--- src/rtl/mdu_issue_ctrl.sv ---
`default_nettype none
// ============================================================================
// Module      : mdu_issue_ctrl
// Description : Execute-stage requester for the multiply/divide unit. Resolves
//               RISC-V divide corner cases locally, issues all other ops over
//               req/gnt/rvalid and emits a single writeback pulse.
// Revision    : 1.0 - initial release
// ============================================================================
module mdu_issue_ctrl #(
    parameter int WORD_SIZE = 32,
    parameter int RD_WIDTH  = 5
) (
    input  logic                   clk,
    input  logic                   rst_n,
    input  logic                   dec_valid_i,
    output logic                   dec_ready_o,
    input  logic [2:0]             dec_funct3_i,
    input  logic [WORD_SIZE-1:0]   dec_rs1_i,
    input  logic [WORD_SIZE-1:0]   dec_rs2_i,
    input  logic [RD_WIDTH-1:0]    dec_rd_i,
    input  logic                   flush_i,
    output logic                   mdu_req_o,
    input  logic                   mdu_gnt_i,
    output logic [2:0]             mdu_operator_o,
    output logic [WORD_SIZE-1:0]   mdu_operand_a_o,
    output logic [WORD_SIZE-1:0]   mdu_operand_b_o,
    input  logic                   mdu_rvalid_i,
    input  logic [2*WORD_SIZE-1:0] mdu_result_i,
    output logic                   wb_valid_o,
    output logic [RD_WIDTH-1:0]    wb_rd_o,
    output logic [WORD_SIZE-1:0]   wb_data_o,
    output logic                   busy_o
);

    typedef enum logic [2:0] {
        ST_IDLE  = 3'd0,
        ST_REQ   = 3'd1,
        ST_WAIT  = 3'd2,
        ST_DRAIN = 3'd3,
        ST_WB    = 3'd4
    } state_t;

    localparam logic [2:0] c_FN_MUL  = 3'd0;
    localparam logic [2:0] c_FN_DIV  = 3'd4;
    localparam logic [2:0] c_FN_DIVU = 3'd5;
    localparam logic [2:0] c_FN_REM  = 3'd6;
    localparam logic [2:0] c_FN_REMU = 3'd7;
    localparam logic [WORD_SIZE-1:0] c_MIN_INT = {1'b1, {(WORD_SIZE-1){1'b0}}};

    state_t                 r_state;
    logic [2:0]             r_op;
    logic [WORD_SIZE-1:0]   r_a;
    logic [WORD_SIZE-1:0]   r_b;
    logic [RD_WIDTH-1:0]    r_rd;
    logic [WORD_SIZE-1:0]   r_wb_data;
    logic [RD_WIDTH-1:0]    r_wb_rd;

    logic                   w_accept;
    logic                   w_rs2_zero;
    logic                   w_overflow;
    logic                   w_shortcut;
    logic [WORD_SIZE-1:0]   w_fix_data;
    logic                   w_low_half;
    logic [WORD_SIZE-1:0]   w_sel_result;

    assign w_accept   = (r_state == ST_IDLE) && !flush_i && dec_valid_i;
    assign w_rs2_zero = (dec_rs2_i == '0);
    assign w_overflow = (dec_rs1_i == c_MIN_INT) && (dec_rs2_i == '1);

    // Divide-by-zero and signed overflow have architecturally fixed results,
    // so they never reach the MDU.
    always_comb begin
        w_shortcut = 1'b0;
        w_fix_data = '0;
        case (dec_funct3_i)
            c_FN_DIV: begin
                if (w_rs2_zero) begin
                    w_shortcut = 1'b1;
                    w_fix_data = '1;
                end else if (w_overflow) begin
                    w_shortcut = 1'b1;
                    w_fix_data = dec_rs1_i;
                end
            end
            c_FN_DIVU: begin
                if (w_rs2_zero) begin
                    w_shortcut = 1'b1;
                    w_fix_data = '1;
                end
            end
            c_FN_REM: begin
                if (w_rs2_zero) begin
                    w_shortcut = 1'b1;
                    w_fix_data = dec_rs1_i;
                end else if (w_overflow) begin
                    w_shortcut = 1'b1;
                    w_fix_data = '0;
                end
            end
            c_FN_REMU: begin
                if (w_rs2_zero) begin
                    w_shortcut = 1'b1;
                    w_fix_data = dec_rs1_i;
                end
            end
            default: ;
        endcase
    end

    assign w_low_half   = (r_op == c_FN_MUL) || (r_op == c_FN_DIV) || (r_op == c_FN_DIVU);
    assign w_sel_result = w_low_half ? mdu_result_i[WORD_SIZE-1:0]
                                     : mdu_result_i[2*WORD_SIZE-1:WORD_SIZE];

    always_ff @(posedge clk or negedge rst_n) begin
        if (!rst_n) begin
            r_state   <= ST_IDLE;
            r_op      <= '0;
            r_a       <= '0;
            r_b       <= '0;
            r_rd      <= '0;
            r_wb_data <= '0;
            r_wb_rd   <= '0;
        end else begin
            case (r_state)
                ST_IDLE: begin
                    if (w_accept) begin
                        r_op <= dec_funct3_i;
                        r_a  <= dec_rs1_i;
                        r_b  <= dec_rs2_i;
                        r_rd <= dec_rd_i;
                        if (w_shortcut) begin
                            r_wb_data <= w_fix_data;
                            r_wb_rd   <= dec_rd_i;
                            r_state   <= ST_WB;
                        end else begin
                            r_state <= ST_REQ;
                        end
                    end
                end
                ST_REQ: begin
                    // A granted request owes us a response even when killed.
                    if (flush_i) begin
                        r_state <= mdu_gnt_i ? ST_DRAIN : ST_IDLE;
                    end else if (mdu_gnt_i) begin
                        r_state <= ST_WAIT;
                    end
                end
                ST_WAIT: begin
                    if (flush_i) begin
                        r_state <= mdu_rvalid_i ? ST_IDLE : ST_DRAIN;
                    end else if (mdu_rvalid_i) begin
                        r_wb_data <= w_sel_result;
                        r_wb_rd   <= r_rd;
                        r_state   <= ST_WB;
                    end
                end
                ST_DRAIN: begin
                    if (mdu_rvalid_i) begin
                        r_state <= ST_IDLE;
                    end
                end
                ST_WB: begin
                    r_state <= ST_IDLE;
                end
                default: begin
                    r_state <= ST_IDLE;
                end
            endcase
        end
    end

    assign dec_ready_o     = (r_state == ST_IDLE) && !flush_i;
    assign mdu_req_o       = (r_state == ST_REQ);
    assign mdu_operator_o  = r_op;
    assign mdu_operand_a_o = r_a;
    assign mdu_operand_b_o = r_b;
    assign wb_valid_o      = (r_state == ST_WB) && !flush_i;
    assign wb_rd_o         = r_wb_rd;
    assign wb_data_o       = r_wb_data;
    assign busy_o          = (r_state != ST_IDLE);

endmodule
`default_nettype wire
--- config.mk ---
export PLATFORM = sky130hd
export DESIGN_NAME = mdu_issue_ctrl
export DESIGN_NICKNAME = d
export VERILOG_FILES = /design/src/rtl/mdu_issue_ctrl.sv
export SDC_FILE = /design/constraint.sdc
export NUM_CORES = 1
export LEC_CHECK = 0
export BUFFER_PORTS_ARGS = -buffer_cell sky130_fd_sc_hd__buf_2
export CORE_ASPECT_RATIO = 0.7
export CORE_MARGIN = 4
export CORE_UTILIZATION = 39
export DETAILED_ROUTE_END_ITERATION = 7
export GPL_TIMING_DRIVEN = 0
export HOLD_SLACK_MARGIN = 0.03
export PLACE_DENSITY = 0.69
export SETUP_SLACK_MARGIN = 0.02
export SYNTH_ARGS = -nofsm -noshare
export SYNTH_HDL_FRONTEND = slang
export SYNTH_SLANG_ARGS = --single-unit
export TNS_END_PERCENT = 10
--- constraint.sdc ---
create_clock -name clk -period 4.55 [get_ports clk]
set_input_delay 0.6825 -clock clk [delete_from_list [all_inputs] [get_ports clk]]
set_output_delay 0.6825 -clock clk [all_outputs]
set_load 0.02 [all_outputs]
==> impl_metrics.json, run 1 <==
{
  "run_status": "completed",
  "timing.max_slew.rel_slack": 0.3998,
  "drt_first_pass_iters": 4,
  "critical_path_peak_fanout": 10,
  "post_synth_instance_area_sq_um": 5350,
  "grt_max_degree": 63,
  "crit_path_top_delay_cell": "sky130_fd_sc_hd__or3b_2",
  "placement.cell_area_sq_um": 6858,
  "slew_viols_final": 0,
  "clock_skew_ps": 8.835,
  "area_fraction_in_compound_gates_after_synthesis": 0.05285,
  "place.gp.congestion": 0.8349,
  "post-cts-setup-buffers": 0,
  "critical_path.startpoint_type": "input port",
  "coreArea_sq_um": 13310,
  "synthAdderAreaFrac": 0,
  "cts.clk_slew.worst_paths_ps": 70,
  "period_needed_ps": 2707,
  "power.density_cell_area_nw_per_um2": 653.5,
  "area_of_the_die_sq_um": 15690,
  "fin_tns_setup_ps": 0,
  "timing.critical_path.slowest_cell_delay_ps": 520,
  "slew_of_the_pin_with_the_lowest_slew_margin_ps": 900.4,
  "grt_busiest_layer": "met2",
  "ys_types": 37,
  "grt_remaining_overflow": 0,
  "share_of_the_yosys_chip_area_belonging_to_registers": 0.5239,
  "worstPathRequired_ps": 4830,
  "hold-worst-slack_ps": 379.6,
  "crit_path_end_kind": "flip-flop",
  "floorplan.rows": 35,
  "route.detailed.drc": 0,
  "layout_worst_path_cycle_share": 0.5950,
  "fin_total_pwr_w": 0.004674,
  "io-pin-count": 250,
  "cpLargestDelayFamily": "simple AND/OR/NAND/NOR gates",
  "largest_family_of_logic_cells_by_synthesized_area": "multiplexers",
  "synth-simple-area-share": 0.09448,
  "min-delay-path-class": "in -> async",
  "grt.met3_usage": 0.05752,
  "holdBufCountCts": 0,
  "cts_root_buf": "sky130_fd_sc_hd__clkbuf_16",
  "final_design_area_no_fill_sq_um": 7153,
  "postSynth.topFlopCell": "sky130_fd_sc_hd__dfrtp_1",
  "timing.setup.critical_path_class": "in -> reg",
  "p_leak_nw": 3.700,
  "synth_seq_cells": 112,
  "yosysWarnings": 0,
  "cts.path.max_buffers": 2,
  "dr.first_iter.drc_count": 214,
  "finish.utilization": 0.5373,
  "initial_utilization": 0.4019,
  "synth_mux_area_frac": 0.3010,
  "timing_hold_violations_final": 0,
  "tritoncts": "built",
  "cts_resized": 0,
  "cp.arrival_ps": 2990,
  "first_global_vias": 4668,
  "globalRouteMet2Util": 0.3409,
  "num-nets-final": 833,
  "path_common_cell": "sky130_fd_sc_hd__clkbuf_1",
  "antenna_diodes": 0,
  "wire_per_inst_um": 19.41,
  "route.vias.total": 4526,
  "grt_usage": 0.2127,
  "max_cap_viol_count": 0,
  "areaGrowthSynthToFinish_pct": 33.70,
  "cts_htree_levels": 3,
  "numClockSinks": 112,
  "crit_chain": "buf_2 -> nor4_1 -> nand4_1 -> or3b_2 -> clkbuf_1 -> clkbuf_1 -> o22ai_1 -> mux2_4",
  "cts_buffers": 9,
  "syn_area_per_cell_sq_um": 12.44,
  "cp_num_buf_inv": 3,
  "die_y_um": 106.0,
  "max_freq_mhz": 369.4,
  "synth-xor-area-share": 0,
  "synth-edff-count": 0,
  "worst_skew_pair.late_latency_ps": 340,
  "port_buffers": 249,
  "antenna_found_initial": 0,
  "layout-drive-gt1-share": 0.5474,
  "postRouteWirelength_mm": 17.10,
  "dp_hpwl_mm": 13.65,
  "grt_use_met1": 0.2937,
  "route.antenna.remaining_nets": 0,
  "mappedNetlistNets": 572,
  "global_route_wire_length_before_repair_mm": 26.28,
  "count_of_final_setup_violators": 0,
  "syn-instance-count": 430,
  "unrepaired_setup_endpoints_after_global_routing": "false",
  "postSynth.asyncResetShare": 1.000,
  "post_drt_via_cell_ratio": 5.137,
  "peak_supply_drop_v": 0.0003840,
  "die_width_um": 148.0
}
## where the power goes
| part | switching [W] | internal [W] | total, W |
|---|---|---|---|
| clock network | 0.000362 | 0.000431 | 0.000793 |
| registers | 0.000226 | 0.00141 | 0.00164 |
| logic | 0.00129 | 0.000947 | 0.00224 |
| total | 0.00188 | 0.00279 | 0.00467 |
## routing by layer
layer / up-vias / share of wire / wire, um
met3: 15 / 0.073 / 1249
met5: - / 0 / 0
met2: 179 / 0.46 / 7946
li1: 2101 / - / -
met4: 0 / 0.0091 / 156
met1: 2231 / 0.45 / 7747
## worst paths after layout
path | startpoint | to | slack, ps | cells past startpoint
max | dec_rs2_i[27] | wb_data_o[12] | 1840 | 8
min | rst_n | r_rd[0] | 380 | 1
max reg2reg | r_state[2] | wb_data_o[12] | 1890 | 7
min reg2reg | mdu_operand_a_o[2] | mdu_operand_a_o[2] | 500 | 1
max in group asynchronous | rst_n | wb_data_o[22] | 3410 | 2
min in group clk | mdu_operand_a_o[2] | mdu_operand_a_o[2] | 500 | 1
## state kept, by name (all words and copies together), names as in the netlist
name	flops
wb_data_o	32
r_state	3
r_rd	5
wb_rd_o	5
mdu_operand_b_o	32
mdu_operand_a_o	32
mdu_operator_o	3
## Yosys cell counts, types with 2 or more instances
library cell | count | area share
sky130_fd_sc_hd__nor3_1 | 2 | 0.0019
sky130_fd_sc_hd__inv_1 | 7 | 0.0049
sky130_fd_sc_hd__nor2_1 | 37 | 0.026
sky130_fd_sc_hd__nand2b_1 | 2 | 0.0023
sky130_fd_sc_hd__a31oi_1 | 2 | 0.0023
sky130_fd_sc_hd__nand2_1 | 20 | 0.014
sky130_fd_sc_hd__o21ai_0 | 2 | 0.0019
sky130_fd_sc_hd__dfrtp_1 | 112 | 0.52
sky130_fd_sc_hd__nor4_1 | 15 | 0.018
sky130_fd_sc_hd__mux2_2 | 87 | 0.18
sky130_fd_sc_hd__nand3_1 | 2 | 0.0019
sky130_fd_sc_hd__clkbuf_1 | 17 | 0.012
sky130_fd_sc_hd__buf_6 | 3 | 0.0063
sky130_fd_sc_hd__a21oi_1 | 3 | 0.0028
sky130_fd_sc_hd__mux2_4 | 20 | 0.056
sky130_fd_sc_hd__mux2i_1 | 33 | 0.062
sky130_fd_sc_hd__nand4_1 | 9 | 0.011
sky130_fd_sc_hd__buf_1 | 3 | 0.0021
sky130_fd_sc_hd__nand4b_1 | 2 | 0.0033
sky130_fd_sc_hd__buf_2 | 2 | 0.0019
sky130_fd_sc_hd__nor2b_1 | 2 | 0.0023
sky130_fd_sc_hd__o22ai_1 | 33 | 0.039
## kinds of logic after synthesis
kind of cell / Yosys count
flops: 112
buf+inv: 33
mux: 140
simple gates: 100
compound gates: 45
## per-stage QoR
stage	setup slack, ps	instances
floorplan	2047	430
global placement	1431	864
detailed placement	1440	865
CTS	1801	881
global route	1729	881
finish	1843	881
## final cells by class
class	instances	area, sq um
tap	185	231.5
clock buffer	10	229.0
sequential	112	2803
timing repair buffer	250	1276
inverter	8	30.03
fill	1180	6160
buffer	25	118.9
clock inverter	6	66.31
multi-input combinational	285	2399
## layout by cell type, fill, tap and decap left out, types with 3 or more instances in the layout
cell	Yosys	layout
sky130_fd_sc_hd__nand2_1	20	20
sky130_fd_sc_hd__buf_6	3	3
sky130_fd_sc_hd__buf_2	2	250
sky130_fd_sc_hd__dfrtp_1	112	112
sky130_fd_sc_hd__o22ai_1	33	33
sky130_fd_sc_hd__mux2_2	87	87
sky130_fd_sc_hd__mux2i_1	33	33
sky130_fd_sc_hd__nor2_1	37	37
sky130_fd_sc_hd__nand4_1	9	9
sky130_fd_sc_hd__clkbuf_1	17	18
sky130_fd_sc_hd__inv_1	7	7
sky130_fd_sc_hd__clkbuf_16	0	9
sky130_fd_sc_hd__a21oi_1	3	3
sky130_fd_sc_hd__mux2_4	20	20
sky130_fd_sc_hd__nor4_1	15	15
sky130_fd_sc_hd__buf_1	3	3
(Power assumes the default switching activity.)
==> run 2, diff against run 1 <==
==> constraint.sdc (replaced) <==
create_clock -name clk -period 2.55 [get_ports clk]
set_input_delay 0.3825 -clock clk [delete_from_list [all_inputs] [get_ports clk]]
set_output_delay 0.3825 -clock clk [all_outputs]
set_load 0.02 [all_outputs]
==> run 2 against run 1 <==
  * Count of clock-buffer cells in the layout unchanged
  * Global-route usage about the same
  * Clock power grew 79%
  * Sequential power grew 79%
  * Cell count down 0.11%
  * Die area did not move
  * Clock skew is 1.5 ps lower
  * Utilization is essentially flat
  * Setup slack worse by 1700 ps
  * Combinational power is 79% higher
  * Routed wire length shrank 0.18%
  * Largest cell class unchanged
==> impl_metrics.json, run 2 (synthesis results as in run 1) <==
{
  "run_status": "completed",
  "dp_hpwl_mm": 13.65,
  "first_global_vias": 4673,
  "cts_resized": 3,
  "post-cts-setup-buffers": 0,
  "worstPathRequired_ps": 2770,
  "grt_usage": 0.2128,
  "route.vias.total": 4585,
  "cts_buffers": 9,
  "antenna_found_initial": 0,
  "wire_per_inst_um": 19.40,
  "timing.max_slew.rel_slack": 0.4825,
  "timing.setup.critical_path_class": "reg -> reg",
  "cts_root_buf": "sky130_fd_sc_hd__clkbuf_16",
  "grt_max_degree": 63,
  "die_width_um": 148.0,
  "cts_htree_levels": 3,
  "final_cell_mix": "sky130_fd_sc_hd__buf_2 (251), sky130_fd_sc_hd__dfrtp_1 (112), sky130_fd_sc_hd__mux2_2 (87), sky130_fd_sc_hd__nor2_1 (37)",
  "count_of_final_setup_violators": 0,
  "grt_remaining_overflow": 0,
  "area_of_the_die_sq_um": 15690,
  "slew_of_the_pin_with_the_lowest_slew_margin_ps": 776.3,
  "worst_skew_pair.late_latency_ps": 340,
  "peak_supply_drop_v": 0.0006876,
  "fin_cells": 880,
  "p_leak_nw": 3.706,
  "place.gp.congestion": 0.8349,
  "tritoncts": "built",
  "holdBufCountCts": 0,
  "route.antenna.remaining_nets": 0,
  "layout-drive-gt1-share": 0.5540,
  "cts.clk_slew.worst_paths_ps": 70,
  "placedCellCount": 865,
  "power.density_cell_area_nw_per_um2": 1166,
  "slew_viols_final": 0,
  "num-nets-final": 832,
  "fin_total_pwr_w": 0.008348,
  "numClockSinks": 112,
  "drt_first_pass_iters": 7,
  "timing.reg2reg.setup_slack_ps": 130,
  "period_needed_ps": 2423,
  "nFillCells": 1177,
  "crit_path_end_kind": "flip-flop",
  "unrepaired_setup_endpoints_after_global_routing": "true",
  "port_buffers": 249,
  "floorplan.rows": 35,
  "io-pin-count": 250,
  "areaGrowthSynthToFinish_pct": 33.77,
  "clock_skew_ps": 7.367,
  "layout_worst_path_cycle_share": 0.9500,
  "max_freq_mhz": 412.8,
  "final_common_cell": "sky130_fd_sc_hd__buf_2",
  "timing_hold_violations_final": 0,
  "critical_path_peak_fanout": 10,
  "global_route_wire_length_before_repair_mm": 26.30,
  "initial_utilization": 0.4019,
  "min-delay-path-class": "in -> async",
  "antenna_diodes": 0,
  "fin_tns_setup_ps": 0,
  "coreArea_sq_um": 13310,
  "post_drt_via_cell_ratio": 5.210,
  "critical_path.startpoint_type": "flip-flop",
  "postRouteWirelength_mm": 17.07,
  "die_y_um": 106.0,
  "dr.first_iter.drc_count": 177,
  "cp.arrival_ps": 2640,
  "route.detailed.drc": 0,
  "cts.path.max_buffers": 2,
  "finish.utilization": 0.5376,
  "max_cap_viol_count": 0
}
run 2: cell count changes in the layout (fill, tap and decap cells not counted):
cell	change
sky130_fd_sc_hd__buf_2	+1
sky130_fd_sc_hd__a21oi_1	-1
sky130_fd_sc_hd__a21oi_2	+1
sky130_fd_sc_hd__clkbuf_2	+2
sky130_fd_sc_hd__clkbuf_1	-5
sky130_fd_sc_hd__buf_1	+1
run 2: power breakdown:
group	internal [W]	switching, W	leakage, nW
logic	0.00169	0.00231	2.17
clock network	0.000769	0.000650	0.147
registers	0.00252	0.000407	1.39
total	0.00498	0.00336	3.71
run 2: final timing paths:
| path | start | endpoint | cells after the start |
|---|---|---|---|
| worst max-delay path | r_state[2] | mdu_operand_b_o[28] | 6 |
| worst min-delay path | rst_n | r_rd[0] | 1 |
| worst max register to register | r_state[2] | mdu_operand_b_o[28] | 6 |
| worst min register to register | mdu_operand_a_o[2] | mdu_operand_a_o[2] | 1 |
| max in group asynchronous | rst_n | wb_data_o[22] | 2 |
| min in group clk | dec_funct3_i[2] | r_state[0] | 2 |
run 2: layer usage:
layer	part of all wire	vias up	wire (um)	global-route usage
li1	-	2102	-	-
met1	0.44	2255	7483	0.2937
met2	0.47	216	7945	0.3413
met3	0.088	12	1497	0.05752
met4	0.0084	0	143	0.03955
met5	0	-	0	0
run 2: area by class of cell:
class,count,area (sq um),share of cell area
flip-flops and latches,112,2803,0.3916
multi-input cells,285,2402,0.3357
repair buffers,250,1276,0.1783
well taps,185,231.5,0.03234
clock buffers,10,229.0,0.03199
plain buffers,24,118.9,0.01661
clock inverters,6,66.31,0.009266
inverters,8,30.03,0.004196
run 2: critical path: stages (launching register included):
cell                       delay, ps
sky130_fd_sc_hd__dfrtp_1         450
sky130_fd_sc_hd__nor3_1          330
sky130_fd_sc_hd__inv_1           180
sky130_fd_sc_hd__nor2_1          170
sky130_fd_sc_hd__nand2_1         360
sky130_fd_sc_hd__clkbuf_1        440
sky130_fd_sc_hd__mux2_2          380
run 2: metrics by stage:
stage                     setup slack, ps  hold WS, ps  instance area (sq um)
after floorplan                     347.1        86.91                   5350
after CTS                           58.30        91.34                   7159
final                               127.5        76.88                   7157
after global routing               -22.83        122.6                   7157
after global placement             -269.3        483.5                   6828
after detailed placement           -259.8        459.8                   6858
